--- src/rtl/key_event_gen_pkg.sv ---
// Shared definitions for the key event generator.
//   - key_state_t : per-key FSM state encoding (2-bit)
//   - NUM_KEYS    : number of independent keys handled by the block
//   - CNT_W       : width of the per-key hold counter
//   - sat_inc()   : saturating increment for the hold counter
package key_event_gen_pkg;

    localparam int NUM_KEYS = 4;
    localparam int CNT_W    = 8;

    typedef enum logic [1:0] {
        ST_IDLE     = 2'd0,
        ST_PRESS    = 2'd1,
        ST_HOLD     = 2'd2,
        ST_WAIT_REL = 2'd3
    } key_state_t;

    typedef logic [CNT_W-1:0] cnt_t;

    localparam cnt_t CNT_ZERO = {CNT_W{1'b0}};
    localparam cnt_t CNT_ONE  = {{(CNT_W-1){1'b0}}, 1'b1};
    localparam cnt_t CNT_MAX  = {CNT_W{1'b1}};

    // Counter increment that sticks at the all-ones value instead of wrapping.
    function automatic cnt_t sat_inc(input cnt_t value);
        cnt_t result;
        if (value == CNT_MAX) begin
            result = CNT_MAX;
        end else begin
            result = value + CNT_ONE;
        end
        return result;
    endfunction

endpackage

--- src/rtl/key_event_gen_if.sv ---
// Bus between the key event generator and its user.
//   en_tick      : 100 Hz one-clk enable strobe
//   key_db       : debounced key levels, 1 = pressed
//   short_pulse  : per-key pulse on release of a short press
//   long_pulse   : per-key pulse when the hold reaches the long-press time
//   repeat_pulse : per-key auto-repeat pulse while held after a long press
//   key_held     : per-key level, key is being pressed/held
//   any_event    : OR of all pulses
// Modport master drives the inputs and observes events; slave is the generator.
interface key_event_gen_if;
    import key_event_gen_pkg::*;

    logic                en_tick;
    logic [NUM_KEYS-1:0] key_db;
    logic [NUM_KEYS-1:0] short_pulse;
    logic [NUM_KEYS-1:0] long_pulse;
    logic [NUM_KEYS-1:0] repeat_pulse;
    logic [NUM_KEYS-1:0] key_held;
    logic                any_event;

    modport master (
        output en_tick, key_db,
        input  short_pulse, long_pulse, repeat_pulse, key_held, any_event
    );

    modport slave (
        input  en_tick, key_db,
        output short_pulse, long_pulse, repeat_pulse, key_held, any_event
    );

endinterface

--- src/rtl/key_event_gen_cell.sv ---
// key_event_cell: press/hold/repeat FSM for a single key.
//   clk, rst     : clock and asynchronous active-low reset
//   en_tick      : 100 Hz enable strobe, advances the hold counter
//   key_db       : debounced level of this key
//   short_pulse  : one clk after release of a press shorter than LONG_TICKS
//   long_pulse   : one clk after the tick that completes LONG_TICKS of hold
//   repeat_pulse : one clk after every REPEAT_TICKS of further hold
//   key_held     : 1 while in PRESS or HOLD
// All outputs are registers; at most one pulse is set per clk.
module key_event_cell
    import key_event_gen_pkg::*;
#(
    parameter int LONG_TICKS   = 100,
    parameter int REPEAT_TICKS = 20
) (
    input  logic clk,
    input  logic rst,
    input  logic en_tick,
    input  logic key_db,
    output logic short_pulse,
    output logic long_pulse,
    output logic repeat_pulse,
    output logic key_held
);

    localparam cnt_t LONG_CNT   = cnt_t'(LONG_TICKS);
    localparam cnt_t REPEAT_CNT = cnt_t'(REPEAT_TICKS);

    key_state_t state_r;
    cnt_t       cnt_r;
    cnt_t       cnt_inc_s;
    logic       prev_r;
    logic       short_r;
    logic       long_r;
    logic       repeat_r;
    logic       held_r;

    assign cnt_inc_s = sat_inc(cnt_r);

    // Key FSM, hold counter, previous-sample register and registered outputs.
    always_ff @(posedge clk or negedge rst) begin
        if (!rst) begin
            state_r  <= ST_IDLE;
            cnt_r    <= CNT_ZERO;
            // Previous sample resets high so a key already down at reset
            // release is not mistaken for a fresh press.
            prev_r   <= 1'b1;
            short_r  <= 1'b0;
            long_r   <= 1'b0;
            repeat_r <= 1'b0;
            held_r   <= 1'b0;
        end else begin
            prev_r   <= key_db;
            short_r  <= 1'b0;
            long_r   <= 1'b0;
            repeat_r <= 1'b0;
            case (state_r)
                ST_IDLE: begin
                    if (key_db && !prev_r) begin
                        state_r <= ST_PRESS;
                        cnt_r   <= CNT_ZERO;
                        held_r  <= 1'b1;
                    end else if (key_db) begin
                        // Only reachable when the key was down through reset.
                        state_r <= ST_WAIT_REL;
                        held_r  <= 1'b0;
                    end else begin
                        state_r <= ST_IDLE;
                        held_r  <= 1'b0;
                    end
                end
                ST_PRESS: begin
                    // Release wins over a coincident tick.
                    if (!key_db) begin
                        state_r <= ST_IDLE;
                        cnt_r   <= CNT_ZERO;
                        short_r <= 1'b1;
                        held_r  <= 1'b0;
                    end else if (en_tick) begin
                        held_r <= 1'b1;
                        if (cnt_inc_s == LONG_CNT) begin
                            state_r <= ST_HOLD;
                            cnt_r   <= CNT_ZERO;
                            long_r  <= 1'b1;
                        end else begin
                            state_r <= ST_PRESS;
                            cnt_r   <= cnt_inc_s;
                        end
                    end else begin
                        state_r <= ST_PRESS;
                        held_r  <= 1'b1;
                    end
                end
                ST_HOLD: begin
                    if (!key_db) begin
                        state_r <= ST_IDLE;
                        cnt_r   <= CNT_ZERO;
                        held_r  <= 1'b0;
                    end else if (en_tick) begin
                        state_r <= ST_HOLD;
                        held_r  <= 1'b1;
                        if (cnt_inc_s == REPEAT_CNT) begin
                            cnt_r    <= CNT_ZERO;
                            repeat_r <= 1'b1;
                        end else begin
                            cnt_r <= cnt_inc_s;
                        end
                    end else begin
                        state_r <= ST_HOLD;
                        held_r  <= 1'b1;
                    end
                end
                ST_WAIT_REL: begin
                    held_r <= 1'b0;
                    if (!key_db) begin
                        state_r <= ST_IDLE;
                    end else begin
                        state_r <= ST_WAIT_REL;
                    end
                end
                default: begin
                    state_r <= ST_IDLE;
                    cnt_r   <= CNT_ZERO;
                    held_r  <= 1'b0;
                end
            endcase
        end
    end

    assign short_pulse  = short_r;
    assign long_pulse   = long_r;
    assign repeat_pulse = repeat_r;
    assign key_held     = held_r;

endmodule

--- src/rtl/key_event_gen.sv ---
// key_event_gen: four independent key event cells plus the any_event OR.
//   clk : system clock
//   rst : asynchronous active-low reset
//   bus : key_event_gen_if.slave (en_tick, key_db in; pulses, key_held,
//         any_event out)
module key_event_gen
    import key_event_gen_pkg::*;
#(
    parameter int LONG_TICKS   = 100,
    parameter int REPEAT_TICKS = 20
) (
    input  logic            clk,
    input  logic            rst,
    key_event_gen_if.slave  bus
);

    logic [NUM_KEYS-1:0] short_s;
    logic [NUM_KEYS-1:0] long_s;
    logic [NUM_KEYS-1:0] repeat_s;
    logic [NUM_KEYS-1:0] held_s;

    for (genvar k = 0; k < NUM_KEYS; k++) begin : g_cell
        key_event_cell #(
            .LONG_TICKS   (LONG_TICKS),
            .REPEAT_TICKS (REPEAT_TICKS)
        ) u_cell (
            .clk          (clk),
            .rst          (rst),
            .en_tick      (bus.en_tick),
            .key_db       (bus.key_db[k]),
            .short_pulse  (short_s[k]),
            .long_pulse   (long_s[k]),
            .repeat_pulse (repeat_s[k]),
            .key_held     (held_s[k])
        );
    end

    assign bus.short_pulse  = short_s;
    assign bus.long_pulse   = long_s;
    assign bus.repeat_pulse = repeat_s;
    assign bus.key_held     = held_s;
    // OR of registered pulses, so it lines up with them cycle for cycle.
    assign bus.any_event    = |(short_s | long_s | repeat_s);

endmodule

--- src/flat_wrapper.sv ---
// flat-port wrapper written by rule: the top's interface ports become plain ports
module key_event_gen_flat import key_event_gen_pkg::*;
#(
    parameter int LONG_TICKS   = 100,
    parameter int REPEAT_TICKS = 20
)
  (clk, rst, bus_en_tick, bus_key_db, bus_short_pulse, bus_long_pulse, bus_repeat_pulse, bus_key_held, bus_any_event);
  key_event_gen_if bus_i ();
  input  logic clk;
  input  logic rst;
  input wire logic [$bits(bus_i.en_tick)-1:0] bus_en_tick;
  input wire logic [$bits(bus_i.key_db)-1:0] bus_key_db;
  output wire logic [$bits(bus_i.short_pulse)-1:0] bus_short_pulse;
  output wire logic [$bits(bus_i.long_pulse)-1:0] bus_long_pulse;
  output wire logic [$bits(bus_i.repeat_pulse)-1:0] bus_repeat_pulse;
  output wire logic [$bits(bus_i.key_held)-1:0] bus_key_held;
  output wire logic [$bits(bus_i.any_event)-1:0] bus_any_event;
  assign bus_i.en_tick = bus_en_tick;
  assign bus_i.key_db = bus_key_db;
  assign bus_short_pulse = bus_i.short_pulse;
  assign bus_long_pulse = bus_i.long_pulse;
  assign bus_repeat_pulse = bus_i.repeat_pulse;
  assign bus_key_held = bus_i.key_held;
  assign bus_any_event = bus_i.any_event;
  key_event_gen #(.LONG_TICKS(LONG_TICKS), .REPEAT_TICKS(REPEAT_TICKS)) u_core (.clk(clk), .rst(rst), .bus(bus_i));
endmodule
--- config.mk ---
export PLATFORM = sky130hd
export DESIGN_NAME = key_event_gen_flat
export DESIGN_NICKNAME = d
export VERILOG_FILES = /design/src/rtl/key_event_gen_pkg.sv /design/src/rtl/key_event_gen_if.sv /design/src/rtl/key_event_gen_cell.sv /design/src/rtl/key_event_gen.sv /design/src/flat_wrapper.sv
export SDC_FILE = /design/constraint.sdc
export NUM_CORES = 1
export LEC_CHECK = 0
export CAP_MARGIN = 30
export CELL_PAD_IN_SITES_DETAIL_PLACEMENT = 2
export CELL_PAD_IN_SITES_GLOBAL_PLACEMENT = 2
export CORE_MARGIN = 4
export CORE_UTILIZATION = 38
export CTS_CLUSTER_DIAMETER = 100
export CTS_CLUSTER_SIZE = 8
export DETAILED_ROUTE_END_ITERATION = 7
export GPL_TIMING_DRIVEN = 0
export PLACE_DENSITY_LB_ADDON = 0.1
export SLEW_MARGIN = 20
export SYNTH_ARGS = -nofsm -noshare
export SYNTH_HDL_FRONTEND = slang
export SYNTH_SLANG_ARGS = --single-unit
--- constraint.sdc ---
create_clock -name clk -period 2.6 [get_ports clk]
set_input_delay 0.52 -clock clk [delete_from_list [all_inputs] [get_ports clk]]
set_output_delay 0.52 -clock clk [all_outputs]
set_load 0.02 [all_outputs]
==> impl_metrics.toml, run 1 <==
[critical_path]
r2r_slack_ps = 120
critical_path_depth = 8
rr_startpoint = "u_core.g_cell[1].u_cell.cnt_r[0]"
required_ps = 2870
crit_chain = "ha_1, and3_1, clkbuf_2, or3_1, a32o_1, nor3_2, nand3_1, a221oi_2"
worst_ep_arrival_time_ps = 2740
r2r_cells = 8
path_max_fanout = 7
end_kind = "flop"
crit_buf_inv = 1
crit_type = "flop to flop"
rr_endpoint = "u_core.g_cell[1].u_cell.state_r[1]"
critical_path.top_delay_family = "simple AND/OR/NAND/NOR gates"
crit_end = "u_core.g_cell[1].u_cell.state_r[1]"
cp-startpoint = "u_core.g_cell[1].u_cell.cnt_r[0]"
slowest_stage = "dfrtp_1"
cpPeakStageDelay_ps = 460
worstSetupStartpointType = "flop"

[final_layout]
finalNonFillerCells = 635
antenna_cells = 0
area_delta_synth_final_pct = 16.6
drive_gt1_share_pct = 14.8
fillers = 1169
fin_nets = 521

[cts]
htree_levels = 3
root_buffer = "clkbuf_8"
cts_tree = "yes"
cts_buffers = 9
clkSinkCount = 60
cts_buffer_depth = 2
clk_pin_slew_ps = 70
cts_hold_buf = 0
clk_latency_ps = 360

[logic_synthesis]
synth_enable_flop_cells = 0
yosys.cell_count.top_type = "dfrtp_1"
synth_top_area_cell = "dfrtp_1"
synth_area_leaders = "dfrtp_1 34%, ha_1 6.1%, nand3_1 3.8%"
postSynthCellCount = 459
ys_top_cells_by_count = "56 x dfrtp_1, 37 x nor2_1, 35 x nand2_1"
synthFlopType = "dfrtp_1"
synth_fp_nets = 486
yosys_warnings = 0
synth-seq-cells = 60
async_flop_share_pct = 100
ys_types = 76
netlist_area_um2 = 4070
synth_top_area_share_pct = 34.4
syn_area_per_cell_um2 = 8.88
seq_area_frac_synth_pct = 37.0

[sta]
finalSetupViolCount = 0
fin_skew_ps = 9.04
layout_setup_ws_ps = 123
hold-worst-slack_ps = 66.5
tightest_slew_ps = 746
finalHoldViolations = 0
period_share_pct = 95.3
slew_headroom_pct = 49.9
rsz0062_at_grt = "false"
drv_slew = 0
fmax_mhz = 404
min_period_ps = 2480

[routing]
ant_nets = 0
routed_wl_mm = 12.1
wl_per_cell_um = 19.1
drc_errors = 0
vias = 3595
viasPerCell = 5.66
drt_iter0_drc = 122
first_pass_iters = 4

[floorplan]
design.core.area_um2 = 10400
die_w_um = 112
boundaryPins = 24
fp.dieArea_um2 = 12400
initial_utilization_pct = 39.3
rows = 37
die_h_um = 112

[grt]
grt_usage_pct = 20.9
grt_pass1_wl_mm = 21.2
grt_max_degree = 37
antenna_found_initial = 0
grt_pass1_vias = 4062
grt_overflow_total = 0

[power]
switching_share_pct = 31.7
switchingPower_mw = 0.872
pwr-share-comb_pct = 23.8
pwr-share-seq_pct = 38.0
power.share.clock_pct = 38.3
p_leak_nw = 1.98
power_density_nw_per_um2 = 579
intPower_mw = 1.88
peakVddDrop_uv = 231

[run]
cap_violations = 0

[placed_design]
hpwl_mm = 8.70
dp_slack_ps = -204
gp_congestion = 0.809
placedCellCount = 619
io_buffers = 23

[status]
status = "complete, no violations"

[worst_hold_path]
worstHoldPathType = "input pin to async pin"
==> kinds of logic (layout without fill, tap and decap cells) <==
group                      count (synthesis)  count (layout)  share of synthesized area (%)
and+or+nand+nor                          180             180                           23.9
muxes                                      4               4                           1.01
DFF                                       60              60                           37.0
xor gates and xnor gates                  11              11                           2.36
adders and majority gates                 20              20                           6.14
buffers and inverters                     57              97                           7.52
AOI/OAI and AO/OA                        127             127                           22.1
==> state kept, by name, indices dropped and copies added, names as in the netlist <==
signal,flops
u_core.g_cell.u_cell.repeat_pulse,4
u_core.g_cell.u_cell.long_pulse,4
u_core.g_cell.u_cell.key_held,4
u_core.g_cell.u_cell.state_r,8
u_core.g_cell.u_cell.short_pulse,4
u_core.g_cell.u_cell.cnt_r,32
u_core.g_cell.u_cell.prev_r,4
==> layout by cell type (no fill, tap or decap), types with 5 or more instances in the layout <==
master,netlist,final
nor3_1,11,10
a21o_1,5,5
a211oi_1,5,5
a32o_1,5,5
a22o_1,7,7
o21ai_0,24,24
clkdlybuf4s50_1,0,22
xnor2_1,7,7
o31ai_1,5,5
ha_1,20,18
nor2b_1,7,7
nand3_1,31,31
nor4_1,6,5
buf_2,10,10
clkbuf_8,0,9
a31oi_1,7,7
and3_1,8,8
nor2_1,37,37
a21oi_1,19,19
clkbuf_1,8,11
nand2_1,35,35
a21boi_0,5,5
nand2b_1,8,8
buf_4,19,20
inv_1,18,18
dfrtp_1,56,56
==> through the flow <==
| stage | util, % | total power, mW | TNS, ps | cell area, µm² |
|---|---|---|---|---|
| 3_5_place_dp | 43.3 | 1.71 | -1290 | 4490 |
| 2_1_floorplan | - | 1.46 | 0 | 4070 |
| 5_1_grt | 45.8 | 2.91 | 0 | 4750 |
| 6_report | 45.8 | 2.75 | 0 | 4750 |
| 3_3_place_gp | 43.1 | 1.66 | -67580 | 4470 |
| 4_1_cts | 45.6 | 2.77 | 0 | 4730 |
==> worst register-to-register path, delay by kind of cell, from the launching register on <==
kind,cells,cell delay (ps)
buf+inv,1,150
compound gates,2,510
simple gates,4,960
fa+ha+maj,1,320
flops,1,460
==> routing by layer <==
metal	part of all wire (%)	GRT usage [%]	up-vias
met1	48	27.3	1820
met2	49	36.0	28
met3	2.0	3.70	13
met5	0	0	-
met4	1.1	5.11	0
li1	-	-	1734
==> final cells by class <==
type                    instances  area [µm²]  share of cell area, %
plain buffers                  39         239                   5.03
repair buffers                 24         248                   5.21
multi-input cells             342        2290                   48.1
clock inverters                 4        97.6                   2.05
clock buffers                  12         135                   2.84
inverters                      18        67.6                   1.42
flip-flops and latches         60        1510                   31.7
well taps                     136         170                   3.58
==> worst min path at each step <==
stage | startpoint | endpoint | slack (ps) | cells after the start
final | rst | u_core.g_cell[1].u_cell.cnt_r[5] | 70 | 1
after global routing | rst | u_core.g_cell[0].u_cell.state_r[1] | 80 | 1
after CTS | rst | u_core.g_cell[0].u_cell.short_pulse | 80 | 1
after detailed placement | rst | u_core.g_cell[1].u_cell.cnt_r[5] | 460 | 1
after global placement | u_core.g_cell[1].u_cell.prev_r | u_core.g_cell[1].u_cell.state_r[1] | 530 | 2
after floorplan | rst | u_core.g_cell[0].u_cell.cnt_r[0] | 220 | 0
==> power groups by stage <==
| stage | Sequential [mW] | Combinational (mW) | Clock (mW) |
|---|---|---|---|
| floorplan | 1.04 | 0.417 | 0 |
| global placement | 1.05 | 0.606 | 0 |
| detailed placement | 1.06 | 0.646 | 0 |
| CTS | 1.04 | 0.656 | 1.07 |
| global route | 1.05 | 0.731 | 1.13 |
| finish | 1.04 | 0.654 | 1.05 |
==> repair_timing <==
action,CTS,global route
gates cloned,0,0
setup endpoints to repair,1,11
resized for setup,1,4
buffers inserted,0,0
No activity file was read; power rests on OpenSTA's default activity.
==> inputs of run 2 (changes only) <==
==> constraint.sdc (replaced) <==
create_clock -name clk -period 2.3 [get_ports clk]
set_input_delay 0.46 -clock clk [delete_from_list [all_inputs] [get_ports clk]]
set_output_delay 0.46 -clock clk [all_outputs]
set_load 0.02 [all_outputs]
==> run 2 against run 1 <==
The run now ends with setup timing left. Global-route usage is 0.20 points higher. Via count is 3.1% higher. Critical path depth did not move. Routed wire length increased by 8.5%. Fmax is 4.1% higher. Worst setup slack got worse by 200 ps. Largest power group unchanged. Hold slack worse by 63 ps. Clock skew barely moved. Sequential share of layout area shrank 1.4 points. First-iteration DRC count up 11%.
==> impl_metrics.toml, run 2 (synthesized netlist as in run 1, its figures left out) <==
[cts]
clk_latency_ps = 360
cts_tree = "yes"
root_buffer = "clkbuf_8"
cts_hold_buf = 0
cts_buffers = 9
clkSinkCount = 60
htree_levels = 3
clk_pin_slew_ps = 70
cts_buffer_depth = 2

[grt]
grtUsageMet3_pct = 3.75
use_met1_pct = 27.5
grt_overflow_total = 0
grtUsageMet2_pct = 36.3
grt_usage_pct = 21.1
top_usage_layer = "met2"
grt_max_degree = 37
grt_pass1_wl_mm = 21.4
grt_pass1_vias = 4071
antenna_found_initial = 0

[sta]
drv_slew = 0
slew_headroom_pct = 57.6
finalHoldViolations = 0
fin_skew_ps = 8.94
tightest_slew_ps = 633
rsz0062_at_grt = "true"
setup_tns_ps = -217
period_share_pct = 103
finalSetupViolCount = 5
layout_setup_ws_ps = -79.1
fmax_mhz = 420
min_period_ps = 2380

[power]
total_power_mw = 3.19
peakVddDrop_uv = 269
p_leak_nw = 2.07
power_density_nw_per_um2 = 637

[floorplan]
die_w_um = 112
design.core.area_um2 = 10400
boundaryPins = 24
rows = 37
initial_utilization_pct = 39.3
die_h_um = 112
fp.dieArea_um2 = 12400

[status]
violations = "setup timing"
status = "complete, but fails checks"

[final_layout]
largest_register = "u_core.g_cell.u_cell.cnt_r"
reg_top3 = "u_core.g_cell.u_cell.cnt_r x32, u_core.g_cell.u_cell.state_r x8"
mostFrequentLayoutCells = "49 x dfrtp_1, 37 x nor2_1, 35 x nand2_1"
antenna_cells = 0
drive_gt1_share_pct = 22.8
largest_reg_flops = 32
seq_area_um2 = 1520
fin_nets = 530
layout_commonest_cell = "dfrtp_1"
multiInputGateArea_um2 = 2430
area_delta_synth_final_pct = 22.9
fillers = 1143

[critical_path]
r2r_cells = 8
end_kind = "flop"
path_max_fanout = 5
worstSetupStartpointType = "flop"
crit_type = "flop to flop"
required_ps = 2550
worst_ep_arrival_time_ps = 2630

[routing]
wl_per_cell_um = 20.4
viasPerCell = 5.75
routed_wl_mm = 13.1
drt_iter0_drc = 135
ant_nets = 0
first_pass_iters = 4
drc_errors = 0
vias = 3706

[placed_design]
gp_congestion = 0.809
io_buffers = 23
dp_slack_ps = -444
hpwl_mm = 8.70

[run]
cap_violations = 0

[worst_hold_path]
worstHoldPathType = "input pin to async pin"
==> run 2: cell types whose count changed in the layout (fill, tap and decap cells not counted), moves of 3 or more <==
cell	change
dfrtp_1	-7
ha_1	-4
buf_4	+13
dfrtp_2	+7
clkbuf_1	-6
ha_4	+3
==> run 2: critical path, stage by stage (launching register included) <==
cell and delay [ps]:
dfrtp_2 440, ha_4 190, and2b_1 230, a31oi_1 120
or3_4 450, buf_12 150, o311ai_4 320, o21ai_2 130
a32o_1 260
==> run 2: report_power, final <==
group	switching, mW	internal [mW]	leakage, nW
logic	0.496	0.320	1.16
registers	0.0605	1.12	0.796
clock network	0.468	0.722	0.111
==> run 2: what timing repair did <==
action	in CTS	in global routing
gates resized for setup	17	28
pin swaps	1	11
endpoints found under the setup margin	25	29
buffers inserted	0	14
==> run 2: metal layers <==
| layer | vias up | share of wire [%] |
|---|---|---|
| met4 | 0 | 1.3 |
| met1 | 1893 | 47 |
| li1 | 1749 | - |
| met5 | - | 0 |
| met3 | 16 | 2.6 |
| met2 | 48 | 49 |
==> run 2: path summary, 6_finish.rpt <==
check / to / slack [ps] / start
min in group clk: u_core.g_cell[3].u_cell.key_held / 550 / u_core.g_cell[3].u_cell.prev_r
max in group asynchronous: u_core.g_cell[3].u_cell.prev_r / 1720 / rst
max reg2reg: u_core.g_cell[2].u_cell.cnt_r[2] / -80 / u_core.g_cell[2].u_cell.cnt_r[1]
max: u_core.g_cell[2].u_cell.cnt_r[2] / -80 / u_core.g_cell[2].u_cell.cnt_r[1]
min: u_core.g_cell[1].u_cell.cnt_r[5] / 3 / rst
min reg2reg: u_core.g_cell[3].u_cell.key_held / 550 / u_core.g_cell[3].u_cell.prev_r
==> run 2: final cells by class <==
cell class / count / area share (%)
repair buffers: 38 / 7.35
clock buffers: 12 / 2.70
well taps: 136 / 3.40
clock inverters: 4 / 1.95
flip-flops and latches: 60 / 30.3
inverters: 18 / 1.35
plain buffers: 34 / 4.42
multi-input cells: 342 / 48.5
==> run 2: metrics by stage <==
step / instances / utilization [%] / hold slack, ps / cell area, µm²
floorplan: 459 / - / 164 / 4070
global placement: 618 / 43.1 / 530 / 4470
detailed placement: 619 / 43.3 / 400 / 4490
CTS: 635 / 46.3 / 15.8 / 4800
global route: 644 / 48.3 / 21.4 / 5000
finish: 644 / 48.3 / 3.37 / 5000
